<file path="src/rtl/serial_loader_module.sv">
// serial_loader_module: UART 8N1 program loader that halts the CPU and writes received bytes into RAM over the bus
module serial_loader_module #(
  parameter int CLKS_PER_BIT = 868,
  parameter int MEM_DEPTH    = 16
) (
  input  logic       clk,
  input  logic       rst,
  input  logic       rx_i,
  output logic [7:0] bus_o,
  output logic       bus_oe,
  output logic       mai_o,
  output logic       mi_o,
  output logic       halt_o,
  output logic       done_o,
  output logic       err_o
);
  localparam int HALF = CLKS_PER_BIT / 2;
  typedef enum logic [1:0] {R_IDLE, R_START, R_DATA, R_STOP} rx_state_t;
  typedef enum logic [2:0] {IDLE, WAIT_DATA, DRIVE_ADDR, DRIVE_DATA, DONE} state_t;
  logic       s1, s2, s3;
  rx_state_t  rs;
  logic [15:0] cnt;
  logic [2:0] bit_idx;
  logic [7:0] shift, rx_byte;
  logic       rx_valid, rx_ferr;
  state_t     state, state_d;
  logic [3:0] ptr;
  logic [7:0] n, data;
  logic       err;
  // s3 is the previous synchronised sample, so a start needs a real high-to-low edge
  always_ff @(posedge clk) begin
    if (rst) begin
      s1 <= 1'b1;
      s2 <= 1'b1;
      s3 <= 1'b1;
      rs <= R_IDLE;
      cnt <= '0;
      bit_idx <= '0;
      shift <= '0;
      rx_byte <= '0;
      rx_valid <= 1'b0;
      rx_ferr <= 1'b0;
    end else begin
      s1 <= rx_i;
      s2 <= s1;
      s3 <= s2;
      rx_valid <= 1'b0;
      rx_ferr <= 1'b0;
      cnt <= cnt + 16'd1;
      case (rs)
        R_IDLE: begin
          cnt <= '0;
          if (s3 && !s2) rs <= R_START;
        end
        R_START: if (cnt == 16'(HALF - 1)) begin
          cnt <= '0;
          bit_idx <= '0;
          rs <= s2 ? R_IDLE : R_DATA;
        end
        R_DATA: if (cnt == 16'(CLKS_PER_BIT - 1)) begin
          cnt <= '0;
          shift <= {s2, shift[7:1]};
          bit_idx <= bit_idx + 3'd1;
          if (bit_idx == 3'd7) rs <= R_STOP;
        end
        default: if (cnt == 16'(CLKS_PER_BIT - 1)) begin
          rs <= R_IDLE;
          rx_byte <= shift;
          rx_valid <= s2;
          rx_ferr <= !s2;
        end
      endcase
    end
  end
  always_comb begin
    state_d = state;
    case (state)
      IDLE:       state_d = !rx_valid ? IDLE : rx_byte == 8'd0 ? DONE :
                            rx_byte <= 8'(MEM_DEPTH) ? WAIT_DATA : IDLE;
      WAIT_DATA:  state_d = rx_ferr ? IDLE : rx_valid ? DRIVE_ADDR : WAIT_DATA;
      DRIVE_ADDR: state_d = DRIVE_DATA;
      DRIVE_DATA: state_d = ({4'b0, ptr} + 8'd1 == n) ? DONE : WAIT_DATA;
      default:    state_d = IDLE;
    endcase
  end
  always_ff @(posedge clk) begin
    if (rst) begin
      state <= IDLE;
      ptr <= '0;
      n <= '0;
      data <= '0;
      err <= 1'b0;
    end else begin
      state <= state_d;
      if (state == IDLE && rx_valid) begin
        n <= rx_byte;
        ptr <= '0;
        err <= rx_byte > 8'(MEM_DEPTH);
      end
      if (state == WAIT_DATA && rx_valid) data <= rx_byte;
      if (state == DRIVE_DATA) ptr <= ptr + 4'd1;
      if (rx_ferr) err <= 1'b1;
    end
  end
  assign bus_oe = state == DRIVE_ADDR || state == DRIVE_DATA;
  assign bus_o  = state == DRIVE_ADDR ? {4'b0, ptr} : state == DRIVE_DATA ? data : 8'h00;
  assign mai_o  = state == DRIVE_ADDR;
  assign mi_o   = state == DRIVE_DATA;
  assign halt_o = state == WAIT_DATA || bus_oe;
  assign done_o = state == DONE;
  assign err_o  = err;
endmodule
</file>
<file path="config.mk">
export PLATFORM = sky130hd
export DESIGN_NAME = serial_loader_module
export DESIGN_NICKNAME = d
export VERILOG_FILES = /design/src/rtl/serial_loader_module.sv
export SDC_FILE = /design/constraint.sdc
export NUM_CORES = 1
export LEC_CHECK = 0
export ABC_CLOCK_PERIOD_IN_PS = 2530
export CAP_MARGIN = 10
export CORE_ASPECT_RATIO = 1.75
export CORE_MARGIN = 2
export CORE_UTILIZATION = 56
export CTS_BUF_LIST = sky130_fd_sc_hd__clkbuf_2
export DETAILED_ROUTE_END_ITERATION = 8
export PLACE_DENSITY = 0.79
export SKIP_CTS_REPAIR_TIMING = 1
export SLEW_MARGIN = 40
export SYNTH_ARGS = -nofsm -noshare
export SYNTH_HDL_FRONTEND = slang
export SYNTH_SLANG_ARGS = --single-unit
export TNS_END_PERCENT = 1
</file>
<file path="constraint.sdc">
create_clock -name clk -period 2.53 [get_ports clk]
set_clock_uncertainty 0.15 [all_clocks]
set_input_delay 0.506 -clock clk [delete_from_list [all_inputs] [get_ports clk]]
set_output_delay 0.506 -clock clk [all_outputs]
set_load 0.01 [all_outputs]
</file>
## After elaboration in Yosys (flattened, before gate mapping)

Index checks and enable logic that the tools add are counted.

| storage, ports and cells | value |
|---|---|
| word-level logic and storage cells | 82 |
| output and inout bits | 14 |
| input bits | 3 |
| flip-flop bits (word level) | 66 |

| cells by class | value |
|---|---|
| multiplexer cells | 26 |
| bitwise gates (word level) | 2 |
| order comparisons | 2 |
| eq/ne operators | 14 |
| add/subtract/negate cells | 4 |
| reduce and logical (&&, ||, !) cells | 19 |

Operator list:

| operator | count |
|---|---|
| 16-bit case mux with 3 select lines | 1 |
| 16-bit 2-to-1 mux | 2 |
| 16-bit by 1-bit adder with 16-bit output, second input constant | 1 |
| 16-bit by 10-bit equality test with 1-bit output, second input constant | 1 |
| 16-bit by 9-bit equality test with 1-bit output, second input constant | 1 |
| 2-bit 2-to-1 mux | 8 |
| 8-bit 2-to-1 mux | 2 |
| 3-bit 2-to-1 mux | 5 |
| 3-bit case mux with 4 select lines | 1 |
| 5-bit by 8-bit equality test with 1-bit output | 1 |
| 8-bit by 5-bit > comparator with 1-bit output, second input constant | 1 |
| 8-bit by 5-bit <= comparator with 1-bit output, second input constant | 1 |
| 8-bit logical NOT | 1 |
| 4-bit 2-to-1 mux | 2 |
| 2-bit != test, second input constant | 4 |
| 3-bit by 2-bit equality test with 1-bit output, second input constant | 2 |
| 3-bit equality test, second input constant | 2 |
| 2-bit case mux with 3 select lines | 1 |
| 3-bit case mux with 2 select lines | 1 |
| 2-bit nonzero test | 3 |
| 4-bit by 1-bit adder with 5-bit output, second input constant | 1 |
| 5-bit AND reduction | 1 |
| 5-bit OR reduction | 1 |
| 4-bit by 1-bit adder with 4-bit output, second input constant | 1 |
| other kinds (15) | 22 |

## Logic depth before layout (Yosys ltp)

Gate-level depths: netlist of run 1.

| depth | value |
|---|---|
| word-level depth | 5 |
| gate-level depth with buffers | 7 |
| mapped depth without buffers | 6 |

## Worst setup path after synthesis of run 1

Ideal clock, no wire load.

| timing | value |
|---|---|
| path kind | flip-flop to flip-flop |
| start point | reg cnt[0] |
| end point | reg shift[6] |
| path slack | 0.174 ns |
| period minus slack after synthesis | 2.356 ns |
| stages on the path, launching flop included | 8 |
| required time | 2.248 ns |
| arrival time | 2.073 ns |
| setup time | 0.132 ns |
| path through | dfxtp_1 -> ha_1 -> or3b_2 -> or4_1 -> buf_2 -> clkbuf_1 -> o21ai_0 -> a21oi_1 |

| on the way | value |
|---|---|
| word-level cells in the longest chain between the ends | 2 |

RTL lines:

| item | RTL line | text |
|---|---|---|
| start: declaration | 22 | `logic [15:0] cnt;` |
| start signal: assignment | 49 | `cnt <= cnt + 16'd1;` |
| 16-bit by 10-bit equality test with 1-bit output | 60 | `R_DATA: if (cnt == 16'(CLKS_PER_BIT - 1)) begin` |
| 2-bit AND reduction (no line) | n/a |  |
| end signal: assignment | 62 | `shift <= {s2, shift[7:1]};` |
| end: declaration | 24 | `logic [7:0] shift, rx_byte;` |

Every way passes these cells.
A chain may end at the register's enable or synchronous reset.

## Worst setup path after layout of run 1

| timing | value |
|---|---|
| start point | reg state[2] |
| end point | out mai_o |

| on the way | value |
|---|---|
| word-level cells in the longest chain between the ends | 1 |

RTL lines:

| item | RTL line | text |
|---|---|---|
| start: declaration | 26 | `state_t state, state_d;` |
| start signal: assignment | 94 | `state <= state_d;` |
| 3-bit by 2-bit equality test with 1-bit output | 107 | `assign mai_o = state == DRIVE_ADDR;` |
| end: declaration | 11 | `output logic mai_o,` |

Every way passes these cells.

==> run metrics, run 1 <==
status finished, final reports clean; IO Count 17; final period utilization 0.962; Post-synth EDFFs 0; DR iter-0 viols 129; Seq. cell area 0.00133 mm^2; Clock Tree Buf Depth 2; core area 0.00526 mm^2; htree depth 3; syn avg cell area 8.45 um^2; global route total overflow 0; Crit Path Class flop to primary output; CP delay by family, top buffers and inverters; Critical Path Sink Type primary output; R2R setup slack 0.1 ns; startpoint types flop; design area 0.00355 mm^2; Detail Placement HPWL 4.96 mm; synth warn 0; area taken by multi-input logic gates 0.00163 mm^2; Internal Power 1550 uW; Port Buffers 16; CTS clock-pin slew for the worst setup and hold paths 0.19 ns; initial antenna violation count 0; Net Sw Frac 0.247; Worst Path Arrival 1.78 ns; post-route setup slack 0.0967 ns; vias in the first global route 2589; Rel. slew slack 0.705; Die Y 102 um; fillers 439; Cells after Synth 363; WP buf/inv 1; total die area 0.00611 mm^2; CTS buffer count 9; initial core utilization 0.584; critical path peak fanout 7; Min-Delay Path Depth 1; IR drop worst, VDD 0.443 mV; layout cells sized above 1 0.133; Max Fclk 0.411 GHz; post-synth top area cell dfxtp_1; ranking of synthesized cells by area dfxtp_1 (43%), a21oi_1 (5.5%), nor2_1 (5.3%); GRT Util Overall 0.244; worst skew pair latency 0.50 ns; sequential area share after synthesis 0.431; Synth top area share 0.431; vias per std cell 6.04; TritonCTS clock tree done; row cnt 35; Avg WL per Cell 15.1 um; Final setup viols 0; area post-placement 0.00333 mm^2; Post-synth top cells dfxtp_1 (66), nor2_1 (43), a21oi_1 (34); sequential power share 0.517; Cell Area, Synth 0.00307 mm^2; Slew Viols, Final 0; Place WS 0.0872 ns; worst r2r path cells 5; nets 399; Layout Cells excl Fill 447; Hold Fails Final Rpt 0; Cell Chain, Critical Path nand2b_1, nor2_1, clkdlybuf4s50_1; Leakage Power 0.00139 uW; residual DRC count 0; top-count cell post-synth dfxtp_1; first-pass GRT wire length 11.3 mm; Seq cells post-synth 66; pwr dens 581 mW/mm^2; routability cong. 0.791; Stages on worst setup path 3; cell count after placement 429; vias 2699; router iterations before antenna repair 6; total power 2060 uW; hold slack 0.296 ns; clock power share 0.397; NetSw 510 uW; max-cap violation count 0; largest net degree at the start of global routing 24; CP max stage cell clkdlybuf4s50_1; Diodes inserted 0; CTS sink cnt 66; ys async rst share 0; Final ANT Viol Nets 0; Top FF cell, synth dfxtp_1; combinational share of power 0.086; Die X 59.9 um; Synth Net Count 375; crit-path max cell delay 0.53 ns; Tightest Pin Transition 0.442 ns; fin crit period 2.43 ns; final wirelength 6.73 mm; area delta synth->final 15.8%; HP Class flop to flop; Worst EP required 1.87 ns; Yosys cell types 45; Clock Root Buffer clkbuf_2
[layout by cell type, fill, tap and decap left out, types with 5 or more instances in the layout]
cell / instances
mux2i_1: 13
nor2_1: 43
o21ai_0: 21
dfxtp_1: 62
clkbuf_2: 10
or2_2: 5
o211ai_1: 5
dlymetal6s2s_1: 11
ha_1: 9
nand2_1: 29
buf_4: 17
or3_1: 5
nand4_1: 7
or4_1: 6
inv_1: 9
nor3_1: 5
a21oi_1: 34
xnor2_1: 12
clkdlybuf4s50_1: 5
and2_1: 6
nand3_1: 23
[metrics by stage]
| step | utilization | TNS, ns |
|---|---|---|
| after floorplan | - | 0 |
| after global placement | 0.634 | 0 |
| after detailed placement | 0.634 | 0 |
| after CTS | 0.665 | -1.74 |
| after global routing | 0.676 | -0.00152 |
| final | 0.676 | 0 |
[power groups by stage]
stage | Combinational (uW) | Clock [uW] | Sequential [uW]
6_report | 177 | 819 | 1070
3_5_place_dp | 173 | 0 | 1090
2_1_floorplan | 128 | 0 | 1090
4_1_cts | 176 | 833 | 1070
5_1_grt | 204 | 876 | 1070
3_3_place_gp | 169 | 0 | 1090
[cell type report]
cell class	count	share of cell area
Multi-Input combinational cell	267	0.459
Timing Repair Buffer	33	0.0888
Clock inverter	6	0.0324
Tap cell	55	0.0194
Sequential cell	66	0.375
Inverter	10	0.0116
Clock buffer	10	0.0141
[flip-flops by register name, indices dropped and copies added (netlist names)]
| signal | cells |
|---|---|
| bit_idx | 3 |
| rx_valid | 1 |
| rs | 2 |
| rx_ferr | 1 |
| s2 | 1 |
| cnt | 16 |
| n | 8 |
| state | 3 |
| s1 | 1 |
| data | 8 |
| rx_byte | 8 |
| shift | 8 |
| ptr | 4 |
| err_o | 1 |
| s3 | 1 |
[routing by layer]
metal	vias up	GRT usage	wire length [um]
met3	17	0.0494	206
met4	0	0.103	161
met1	1274	0.227	2470
met2	68	0.482	3890
met5	-	0	0
li1	1340	-	-
[path summary, 6_finish.rpt]
check / start / to
setup / recovery: state[2]$_SDFF_PP0_ / mai_o
setup reg to reg: cnt[0]$_SDFF_PP0_ / bit_idx[0]$_SDFFE_PP0P_
hold reg to reg: cnt[0]$_SDFF_PP0_ / cnt[0]$_SDFF_PP0_
hold / removal: cnt[0]$_SDFF_PP0_ / cnt[0]$_SDFF_PP0_
[kinds of logic after synthesis]
group | after synthesis | synth area share
XOR/XNOR | 16 | 0.0457
multiplexers | 13 | 0.0424
AND/OR/NAND/NOR | 152 | 0.255
flip-flops | 66 | 0.431
AO/OA/AOI/OAI | 77 | 0.151
buffers and inverters | 30 | 0.0379
adder cells (fa/ha/maj) | 9 | 0.0367
[worst register-to-register path, stage by stage, from the launching register on]
cell and delay [ns]:
dfxtp_2 0.39, ha_1 0.22, or3b_2 0.52, or4_1 0.50
or4_1 0.41, a31oi_1 0.19
Power figures use the tool's default switching activity.
==> run 2: changes to the inputs <==
ABC_CLOCK_PERIOD_IN_PS = 2800   (was 2530)
CORE_UTILIZATION = 60   (was 56)
PLACE_DENSITY = 0.81   (was 0.79)
clock period = 2.8 ns   (was 2.53 ns; I/O delays follow)
==> run metrics, run 2 (same netlist as run 1, synthesis figures left out) <==
status finished, final reports clean; most flop-heavy register cnt; Avg WL per Cell 15.2 um; residual DRC count 0; vias 2661; area taken by multi-input logic gates 0.00163 mm^2; vias per std cell 6.01; pwr dens 509 mW/mm^2; initial antenna violation count 0; final period utilization 0.963; area post-placement 0.00330 mm^2; fin crit period 2.70 ns; Largest register FFs 16; Tightest Pin Transition 0.494 ns; Hold Fails Final Rpt 0; Final ANT Viol Nets 0; routability cong. 0.865; Slew Viols, Final 0; Crit Path Class flop to primary output; nets 396; HP Class flop to flop; GRT Util Overall 0.253; Worst EP required 2.09 ns; row cnt 34; critical path peak fanout 8; router iterations before antenna repair 5; Critical Path Sink Type primary output; fillers 388; TritonCTS clock tree done; Die X 58.0 um; htree depth 3; core area 0.00493 mm^2; Max Fclk 0.371 GHz; CTS buffer count 9; Die Y 98.6 um; commonest non-fill, non-tap cell in the layout dfxtp_1; max-cap violation count 0; initial core utilization 0.621; commonest non-fill, non-tap cells in the layout dfxtp_1 (64), nor2_1 (43), a21oi_1 (34); largest net degree at the start of global routing 27; worst skew pair latency 0.50 ns; CTS clock-pin slew for the worst setup and hold paths 0.18 ns; IR drop worst, VDD 0.566 mV; CTS sink cnt 66; Seq. cell area 0.00132 mm^2; Final setup viols 0; final wirelength 6.72 mm; DR iter-0 viols 107; Leakage Power 0.00116 uW; Total Neg Setup Slack 0 ns; Port Buffers 16; vias in the first global route 2612; Rel. slew slack 0.668; hold slack 0.281 ns; first-pass GRT wire length 11.2 mm; area delta synth->final 12.8%; startpoint types flop; IO Count 17; design area 0.00346 mm^2; Detail Placement HPWL 4.88 mm; Clock Root Buffer clkbuf_2; Worst Path Arrival 1.99 ns; Clock Tree Buf Depth 2; layout cells sized above 1 0.118; global route total overflow 0; Diodes inserted 0; total die area 0.00572 mm^2
## run 2: cell count changes in the layout (fill, tap and decap cells not counted), sizes merged
cell	change
buf	-3
clkinv	+1
dlymetal6s2s	-11
clkdlybuf4s50	+11
bufinv	-1
## run 2: through the flow
| stage | setup WS (ns) | util | total power, uW | instances |
|---|---|---|---|---|
| after global routing | -0.0350 | 0.701 | 1830 | 443 |
| after global placement | 0.431 | 0.668 | 1140 | 424 |
| after floorplan | 0.444 | - | 1100 | 363 |
| after detailed placement | 0.363 | 0.668 | 1140 | 424 |
| final | 0.103 | 0.701 | 1760 | 443 |
| after CTS | -0.186 | 0.695 | 1770 | 440 |
## run 2: critical path, cell delays in order, from the launching register on
cell             delay (ns)
dfxtp_2                0.42
nand3b_1               0.22
clkinvlp_4             0.19
and2_1                 0.19
clkdlybuf4s50_1        0.47
## run 2: power by group
part / total [uW] / switching, uW / internal [uW]
Sequential: 965 / 12.8 / 952
Combinational: 161 / 100 / 60.4
Clock: 634 / 340 / 293
Total: 1760 / 453 / 1310
## run 2: layout make-up
type	count	area share
well taps	54	0.0195
flip-flops and latches	66	0.383
repair buffers	30	0.0767
clock buffers	10	0.0145
clock inverters	6	0.0235
multi-input cells	267	0.471
inverters	10	0.0119
## run 2: worst paths after layout
kind	from	end	slack [ns]	cells after the start
worst max register to register	cnt[0]$_SDFF_PP0_	bit_idx[2]$_SDFFE_PP0P_	0.34	6
worst min register to register	s1$_SDFF_PP1_	s2$_SDFF_PP1_	0.28	1
worst min-delay path	s1$_SDFF_PP1_	s2$_SDFF_PP1_	0.28	1
worst max-delay path	state[2]$_SDFF_PP0_	bus_o[6]	0.10	4
## run 2: routing by layer
metal	up-vias	wire length, um	GRT usage
li1	1330	-	-
met1	1260	2570	0.244
met4	0	229	0.172
met2	52	3720	0.456
met5	-	0	0
met3	19	198	0.0577
